### src/rtl/chan_err_pkg.sv
// Shared types and constants for the channel error injector.
// Mode/state encodings plus the LFSR polynomial and default seed.
package chan_err_pkg;

    typedef enum logic [1:0] {
        MODE_OFF    = 2'd0,
        MODE_BURST  = 2'd1,
        MODE_RANDOM = 2'd2,
        MODE_BOTH   = 2'd3
    } mode_e;

    typedef enum logic {
        RUN  = 1'b0,
        DONE = 1'b1
    } state_e;

    // Right-shift Galois taps for x^16+x^14+x^13+x^11+1
    localparam logic [15:0] LFSR_POLY = 16'hB400;
    localparam logic [15:0] LFSR_SEED = 16'h0001;

endpackage

### src/rtl/chan_err_lfsr.sv
// Galois LFSR with seed load and per-symbol step.
// A zero seed is replaced by 1 so the register never locks up.
module chan_err_lfsr
    import chan_err_pkg::*;
#(
    parameter int          W    = 16,
    parameter logic [W-1:0] POLY = W'(LFSR_POLY),
    parameter logic [W-1:0] SEED = W'(LFSR_SEED)
) (
    input  logic         clk,
    input  logic         rst,
    input  logic         load_i,
    input  logic [W-1:0] seed_i,
    input  logic         step_i,
    output logic [W-1:0] value_o
);

    logic [W-1:0] lfsr_q;
    logic [W-1:0] shifted;
    logic [W-1:0] seeded;

    assign shifted = {1'b0, lfsr_q[W-1:1]} ^ (lfsr_q[0] ? POLY : '0);
    assign seeded  = (seed_i == '0) ? W'(1) : seed_i;

    always_ff @(posedge clk) begin
        if (!rst) begin
            lfsr_q <= SEED;
        end else if (load_i) begin
            lfsr_q <= seeded;
        end else if (step_i) begin
            lfsr_q <= shifted;
        end
    end

    assign value_o = lfsr_q;

endmodule

### src/rtl/chan_err_inject.sv
// Channel error injector: corrupts encoder symbols in bursts or at random,
// with a symbol window, saturating statistics and one cycle of latency.
module chan_err_inject
    import chan_err_pkg::*;
#(
    parameter int W      = 2,
    parameter int CNT_W  = 16,
    parameter int LFSR_W = 16
) (
    input  logic              clk,
    input  logic              rst,
    input  logic              valid_i,
    input  logic [W-1:0]      sym_i,
    input  logic [1:0]        mode_i,
    input  logic [CNT_W-1:0]  period_i,
    input  logic [CNT_W-1:0]  burst_start_i,
    input  logic [CNT_W-1:0]  burst_len_i,
    input  logic [W-1:0]      err_mask_i,
    input  logic [LFSR_W-1:0] rate_thresh_i,
    input  logic [CNT_W-1:0]  window_i,
    input  logic [LFSR_W-1:0] seed_i,
    input  logic              load_seed_i,
    input  logic              clr_i,
    output logic              valid_o,
    output logic [W-1:0]      sym_o,
    output logic [W-1:0]      err_o,
    output logic              inj_o,
    output logic              done_o,
    output logic [CNT_W-1:0]  sym_ct_o,
    output logic [CNT_W-1:0]  inj_ct_o,
    output logic [CNT_W-1:0]  bad_bit_ct_o
);

    function automatic logic [CNT_W:0] popcnt(input logic [W-1:0] v);
        logic [CNT_W:0] n;
        n = '0;
        for (int i = 0; i < W; i++) begin
            n = n + (CNT_W+1)'(v[i]);
        end
        return n;
    endfunction

    state_e           state_q;
    state_e           state_d;
    logic             run;
    logic [CNT_W-1:0] phase_q;
    logic [CNT_W-1:0] phase_d;
    logic [CNT_W-1:0] sym_ct_q;
    logic [CNT_W-1:0] sym_ct_d;
    logic [CNT_W-1:0] inj_ct_q;
    logic [CNT_W-1:0] inj_ct_d;
    logic [CNT_W-1:0] bad_ct_q;
    logic [CNT_W-1:0] bad_ct_d;
    logic [CNT_W:0]   bad_sum;
    logic [CNT_W:0]   ph_x;
    logic [CNT_W:0]   ph_inc;
    logic [CNT_W:0]   b_lo;
    logic [CNT_W:0]   b_hi;
    logic [LFSR_W-1:0] lfsr;
    logic             burst_hit;
    logic             rand_hit;
    logic             hit;
    logic             corrupt;
    logic [W-1:0]     err;

    chan_err_lfsr #(
        .W (LFSR_W)
    ) u_lfsr (
        .clk     (clk),
        .rst     (rst),
        .load_i  (load_seed_i),
        .seed_i  (seed_i),
        .step_i  (valid_i),
        .value_o (lfsr)
    );

    // Burst window compared one bit wider so start+len cannot wrap
    assign ph_x      = {1'b0, phase_q};
    assign ph_inc    = ph_x + (CNT_W+1)'(1);
    assign b_lo      = {1'b0, burst_start_i};
    assign b_hi      = b_lo + {1'b0, burst_len_i};
    assign burst_hit = (period_i != '0) && (ph_x >= b_lo) && (ph_x < b_hi);
    assign rand_hit  = lfsr < rate_thresh_i;

    always_comb begin
        hit = 1'b0;
        unique case (mode_e'(mode_i))
            MODE_OFF:    hit = 1'b0;
            MODE_BURST:  hit = burst_hit;
            MODE_RANDOM: hit = rand_hit;
            MODE_BOTH:   hit = burst_hit | rand_hit;
            default:     hit = 1'b0;
        endcase
    end

    assign corrupt = valid_i && !clr_i && run && hit;
    assign err     = corrupt ? err_mask_i : '0;

    assign phase_d = ((period_i == '0) || (ph_inc >= {1'b0, period_i}))
                   ? '0 : ph_inc[CNT_W-1:0];

    assign sym_ct_d = (&sym_ct_q) ? sym_ct_q : sym_ct_q + CNT_W'(1);
    assign inj_ct_d = (&inj_ct_q) ? inj_ct_q : inj_ct_q + CNT_W'(1);
    assign bad_sum  = {1'b0, bad_ct_q} + popcnt(err);
    assign bad_ct_d = bad_sum[CNT_W] ? '1 : bad_sum[CNT_W-1:0];

    always_ff @(posedge clk) begin
        if (!rst) begin
            state_q <= RUN;
        end else begin
            state_q <= state_d;
        end
    end

    always_comb begin
        state_d = state_q;
        unique case (state_q)
            RUN: begin
                if (!clr_i && valid_i && (window_i != '0)
                    && (sym_ct_d == window_i)) begin
                    state_d = DONE;
                end
            end
            DONE: begin
                if (clr_i) begin
                    state_d = RUN;
                end
            end
            default: state_d = RUN;
        endcase
    end

    always_comb begin
        run    = (state_q == RUN);
        done_o = (state_q == DONE);
    end

    always_ff @(posedge clk) begin
        if (!rst) begin
            phase_q  <= '0;
            sym_ct_q <= '0;
            inj_ct_q <= '0;
            bad_ct_q <= '0;
        end else if (clr_i) begin
            phase_q  <= '0;
            sym_ct_q <= '0;
            inj_ct_q <= '0;
            bad_ct_q <= '0;
        end else if (valid_i) begin
            phase_q  <= phase_d;
            sym_ct_q <= sym_ct_d;
            bad_ct_q <= bad_ct_d;
            if (corrupt) begin
                inj_ct_q <= inj_ct_d;
            end
        end
    end

    always_ff @(posedge clk) begin
        if (!rst) begin
            valid_o <= 1'b0;
            sym_o   <= '0;
            err_o   <= '0;
            inj_o   <= 1'b0;
        end else begin
            valid_o <= valid_i;
            sym_o   <= sym_i ^ err;
            err_o   <= err;
            inj_o   <= corrupt;
        end
    end

    assign sym_ct_o     = sym_ct_q;
    assign inj_ct_o     = inj_ct_q;
    assign bad_bit_ct_o = bad_ct_q;

endmodule

### config.mk
export PLATFORM = sky130hd
export DESIGN_NAME = chan_err_inject
export DESIGN_NICKNAME = d
export VERILOG_FILES = /design/src/rtl/chan_err_pkg.sv /design/src/rtl/chan_err_lfsr.sv /design/src/rtl/chan_err_inject.sv
export SDC_FILE = /design/constraint.sdc
export NUM_CORES = 1
export LEC_CHECK = 0
export BUFFER_PORTS_ARGS = -buffer_cell sky130_fd_sc_hd__buf_2
export CAP_MARGIN = 20
export CORE_UTILIZATION = 30
export DETAILED_ROUTE_END_ITERATION = 16
export GPL_TIMING_DRIVEN = 1
export PLACE_DENSITY_LB_ADDON = 0.05
export SLEW_MARGIN = 10
export SYNTH_ARGS = -nofsm -noshare
export SYNTH_HDL_FRONTEND = slang
export SYNTH_HIERARCHICAL = 1
export SYNTH_SLANG_ARGS = --single-unit
### constraint.sdc
create_clock -name clk -period 14.38 [get_ports clk]
set_input_delay 0.719 -clock clk [delete_from_list [all_inputs] [get_ports clk]]
set_output_delay 0.719 -clock clk [all_outputs]
set_load 0.01 [all_outputs]
==> reports/qor.yml <==
status: "complete, no violations"
reg2regPathDepth: 16
area.growth.synth_to_final_pct: 18.5
tritoncts: "done"
yosys-top-cells-area: "dfxtp_1 23%, ha_1 14%, mux2i_1 4.8%, xor2_1 4.6%, nand2_1 3.9%"
grt_overflow: 0
skew_ns: 0.00821
viasPerCell: 5.03
ff_latch_area_sq_mm: 0.00174
synth_ff_type: "dfxtp_1"
cts.sink_count: 87
gp_congestion: 0.823
portBuffers: 161
yosysSeqAreaShare_pct: 23.2
report.final.slew_viol_count: 0
synth_fp_nets: 1133
cts_buffers: 9
ys_types: 66
drc: 0
routedWlPerCell_microns: 15.8
min_period_ns: 5.97
synth_top_cell_by_area: "dfxtp_1"
fin_cells: 1416
syn_avg_cell_area_sq_um: 7.96
synth_edf_count: 0
cp_slowest_cell: "or3_1"
hold_viol: 0
path_common_cell: "ha_1"
cp_data_required_time_ns: 14.66
critPathArrivalTime_ns: 6.25
multi_input_comb_area_sq_mm: 0.00529
cts-hold-fix-buffers: 0
post_cts_buffers: 0
leakagePower_nw: 4.01
end_kind: "flop"
r2r-start: "u_lfsr/value_o[11]$_SDFFE_PN0P_"
grt_max_degree: 38
io_pins: 162
clkSlewWorstSetupHoldPaths_ns: 0.07
nFillCells: 2669
max_freq_ghz: 0.168
regToRegSetupSlack_ns: 9.70
clk_latency_ns: 0.35
setup_tns_ns: 0
min_to: "inj_ct_o[10]$_SDFFE_PP0P_"
dp_cells: 1400
dp.final_hpwl_mm: 17.3
hold_class: "flop to flop"
ys_ff_latch: 87
hp-start: "inj_ct_o[10]$_SDFFE_PP0P_"
synth_top_area_share_pct: 23.2
setup_viol: 0
yosysWarningCount: 6
min_period_over_period_pct: 41.5
clock_path_buffers: 2
grt_first_pass_wirelength_mm: 37.1
core_region_area_sq_mm: 0.0244
powerDensity_mw_per_mm2: 68.8
finalWirelength_mm: 22.4
grt_pass1_vias: 6961
die_x_microns: 160
rows: 57
ir_worst_vdd_mv: 0.0629
htree_levels: 3
drt-initial-drc-count: 356
cp_top_family: "compound AO/OA/AOI/OAI gates"
cts-root-buf: "clkbuf_16"
nets: 1278
cp_max_fo: 18
dieArea_sq_mm: 0.0256
max-cap-violations: 0
drive_above_1_share_pct: 18.5
diodes: 0
cpPeakStageDelay_ns: 0.60
async_reset_ff_share_pct: 0
syn_inst: 942
critPathLaunchType: "primary input"
cts_resized: 0
slew_headroom_pct: 29.5
critPathBufInv: 4
rsz0062_at_grt: "no"
drtAntennaViolNets: 0
antenna_found_initial: 0
crit_type: "primary input to flop"
synth.cell_area_sq_mm: 0.00750
timing.hold.worst_path_depth: 2
grt_usage_pct: 17.8
worst_pin_slew_ns: 1.06
start_util_pct: 30.8
die_h_microns: 160
rr_endpoint: "bad_bit_ct_o[5]$_SDFFE_PP0P_"
dr_total_vias: 7118
dr.pass1.iters: 5
synthesized netlist by cell type (3+ instances only):
cell	instances
o211ai_1	10
o21bai_1	6
xor2_1	39
nor4_1	19
nand4_1	18
a21o_1	11
o21a_1	4
nor2_1	46
dfxtp_1	87
o21ai_1	17
o22ai_1	11
a21oi_1	46
o31ai_1	3
nand2b_1	22
clkbuf_1	22
nand3_1	48
a211oi_1	14
inv_1	69
nand4b_1	3
ha_1	82
nor3_1	21
nand2_1	77
a31oi_1	23
buf_6	3
and2_1	22
and4_1	10
a32oi_1	7
nor2b_1	8
or4_1	5
xnor2_1	32
buf_2	7
mux2i_1	36
and3_1	14
a41oi_1	4
o21ai_0	44
nor3b_1	4
nand3b_1	8
worst register-to-register path, stage by stage (launching register included):
cell      delay [ns]
dfxtp_1         0.40
ha_1            0.28
a21oi_1         0.25
o211ai_1        0.14
o221ai_1        0.85
o21ai_0         0.30
o22ai_1         0.30
inv_1           0.09
fa_1            0.40
inv_1           0.08
ha_1            0.16
nand4_1         0.13
nor2_1          0.25
nand3_1         0.13
or3_1           0.60
o21a_1          0.19
nor2_1          0.07
sequential cells by signal, summed over array words and instances (netlist names):
name            cells
bad_bit_ct_o       16
inj_ct_o           16
phase_q            16
sym_ct_o           16
u_lfsr/value_o     16
err_o               2
sym_o               2
done_o              1
inj_o               1
valid_o             1
cell type report:
| class | instances | share of cell area, % |
|---|---|---|
| sequential | 87 | 19.6 |
| timing repair buffer | 171 | 9.91 |
| clock buffer | 10 | 2.69 |
| tap | 324 | 4.56 |
| inverter | 69 | 2.91 |
| clock inverter | 6 | 0.760 |
| multi-input combinational | 749 | 59.6 |
report_power, final:
part	switching [mW]	internal (mW)	leakage, nW
clock network	0.106	0.140	0.145
registers	0.00406	0.245	0.705
logic	0.0652	0.0507	3.16
worst max-delay path by stage:
stage | start | endpoint | slack (ns) | cells after the start
final | burst_start_i[0] | bad_bit_ct_o[5]$_SDFFE_PP0P_ | 8.41 | 26
after global routing | burst_start_i[0] | bad_bit_ct_o[5]$_SDFFE_PP0P_ | 7.94 | 26
after CTS | burst_start_i[0] | bad_bit_ct_o[5]$_SDFFE_PP0P_ | 8.38 | 26
after detailed placement | burst_start_i[0] | bad_bit_ct_o[5]$_SDFFE_PP0P_ | 8.05 | 26
after global placement | burst_start_i[0] | bad_bit_ct_o[5]$_SDFFE_PP0P_ | 8.11 | 26
after floorplan | burst_start_i[0] | bad_bit_ct_o[10]$_SDFFE_PP0P_ | 8.86 | 25
logic make-up after synthesis:
kind of cell	count (synthesis)	share of synthesized area [%]
buf+inv	106	6.31
compound gates	223	19.2
flops	87	23.2
xor+xnor	71	8.29
simple gates	334	23.8
mux	37	4.95
fa+ha+maj	84	14.2
layout by cell type (no fill, tap or decap), types with 5 or more instances in the layout:
master     instances
buf_2            161
dfxtp_1           87
ha_1              82
nand2_1           77
inv_1             69
nand3_1           48
a21oi_1           46
nor2_1            46
o21ai_0           44
xor2_1            39
mux2i_1           36
xnor2_1           32
a31oi_1           23
nand2b_1          22
and2_1            22
nor3_1            21
nor4_1            19
nand4_1           18
o21ai_1           17
and3_1            14
a211oi_1          13
a21o_1            11
o22ai_1           11
o211ai_1          10
and4_1            10
buf_4             10
clkbuf_16          9
nand3b_1           8
nor2b_1            7
a32oi_1            7
o21bai_1           6
or4_1              5
per-stage QoR:
stage | setup slack, ns | hold WS (ns) | util [%] | area (sq um) | total power, mW
after global routing | 7.94 | 0.523 | 36.4 | 8890 | 0.649
after global placement | 8.11 | 0.474 | 35.2 | 8580 | 0.373
final | 8.41 | 0.489 | 36.4 | 8890 | 0.612
after floorplan | 8.86 | 0.490 | - | 7500 | 0.331
after detailed placement | 8.05 | 0.480 | 35.2 | 8580 | 0.371
after CTS | 8.38 | 0.492 | 36.4 | 8890 | 0.625
per-layer routing:
| layer | GRT usage (%) | vias to the layer above | wire, microns |
|---|---|---|---|
| li1 | - | 3737 | - |
| met1 | 25.2 | 3217 | 11300 |
| met2 | 28.1 | 155 | 9900 |
| met3 | 3.22 | 9 | 1070 |
| met4 | 3.03 | 0 | 110 |
| met5 | 0 | - | 0 |
Note: power is estimated with default switching activity, not from simulation.
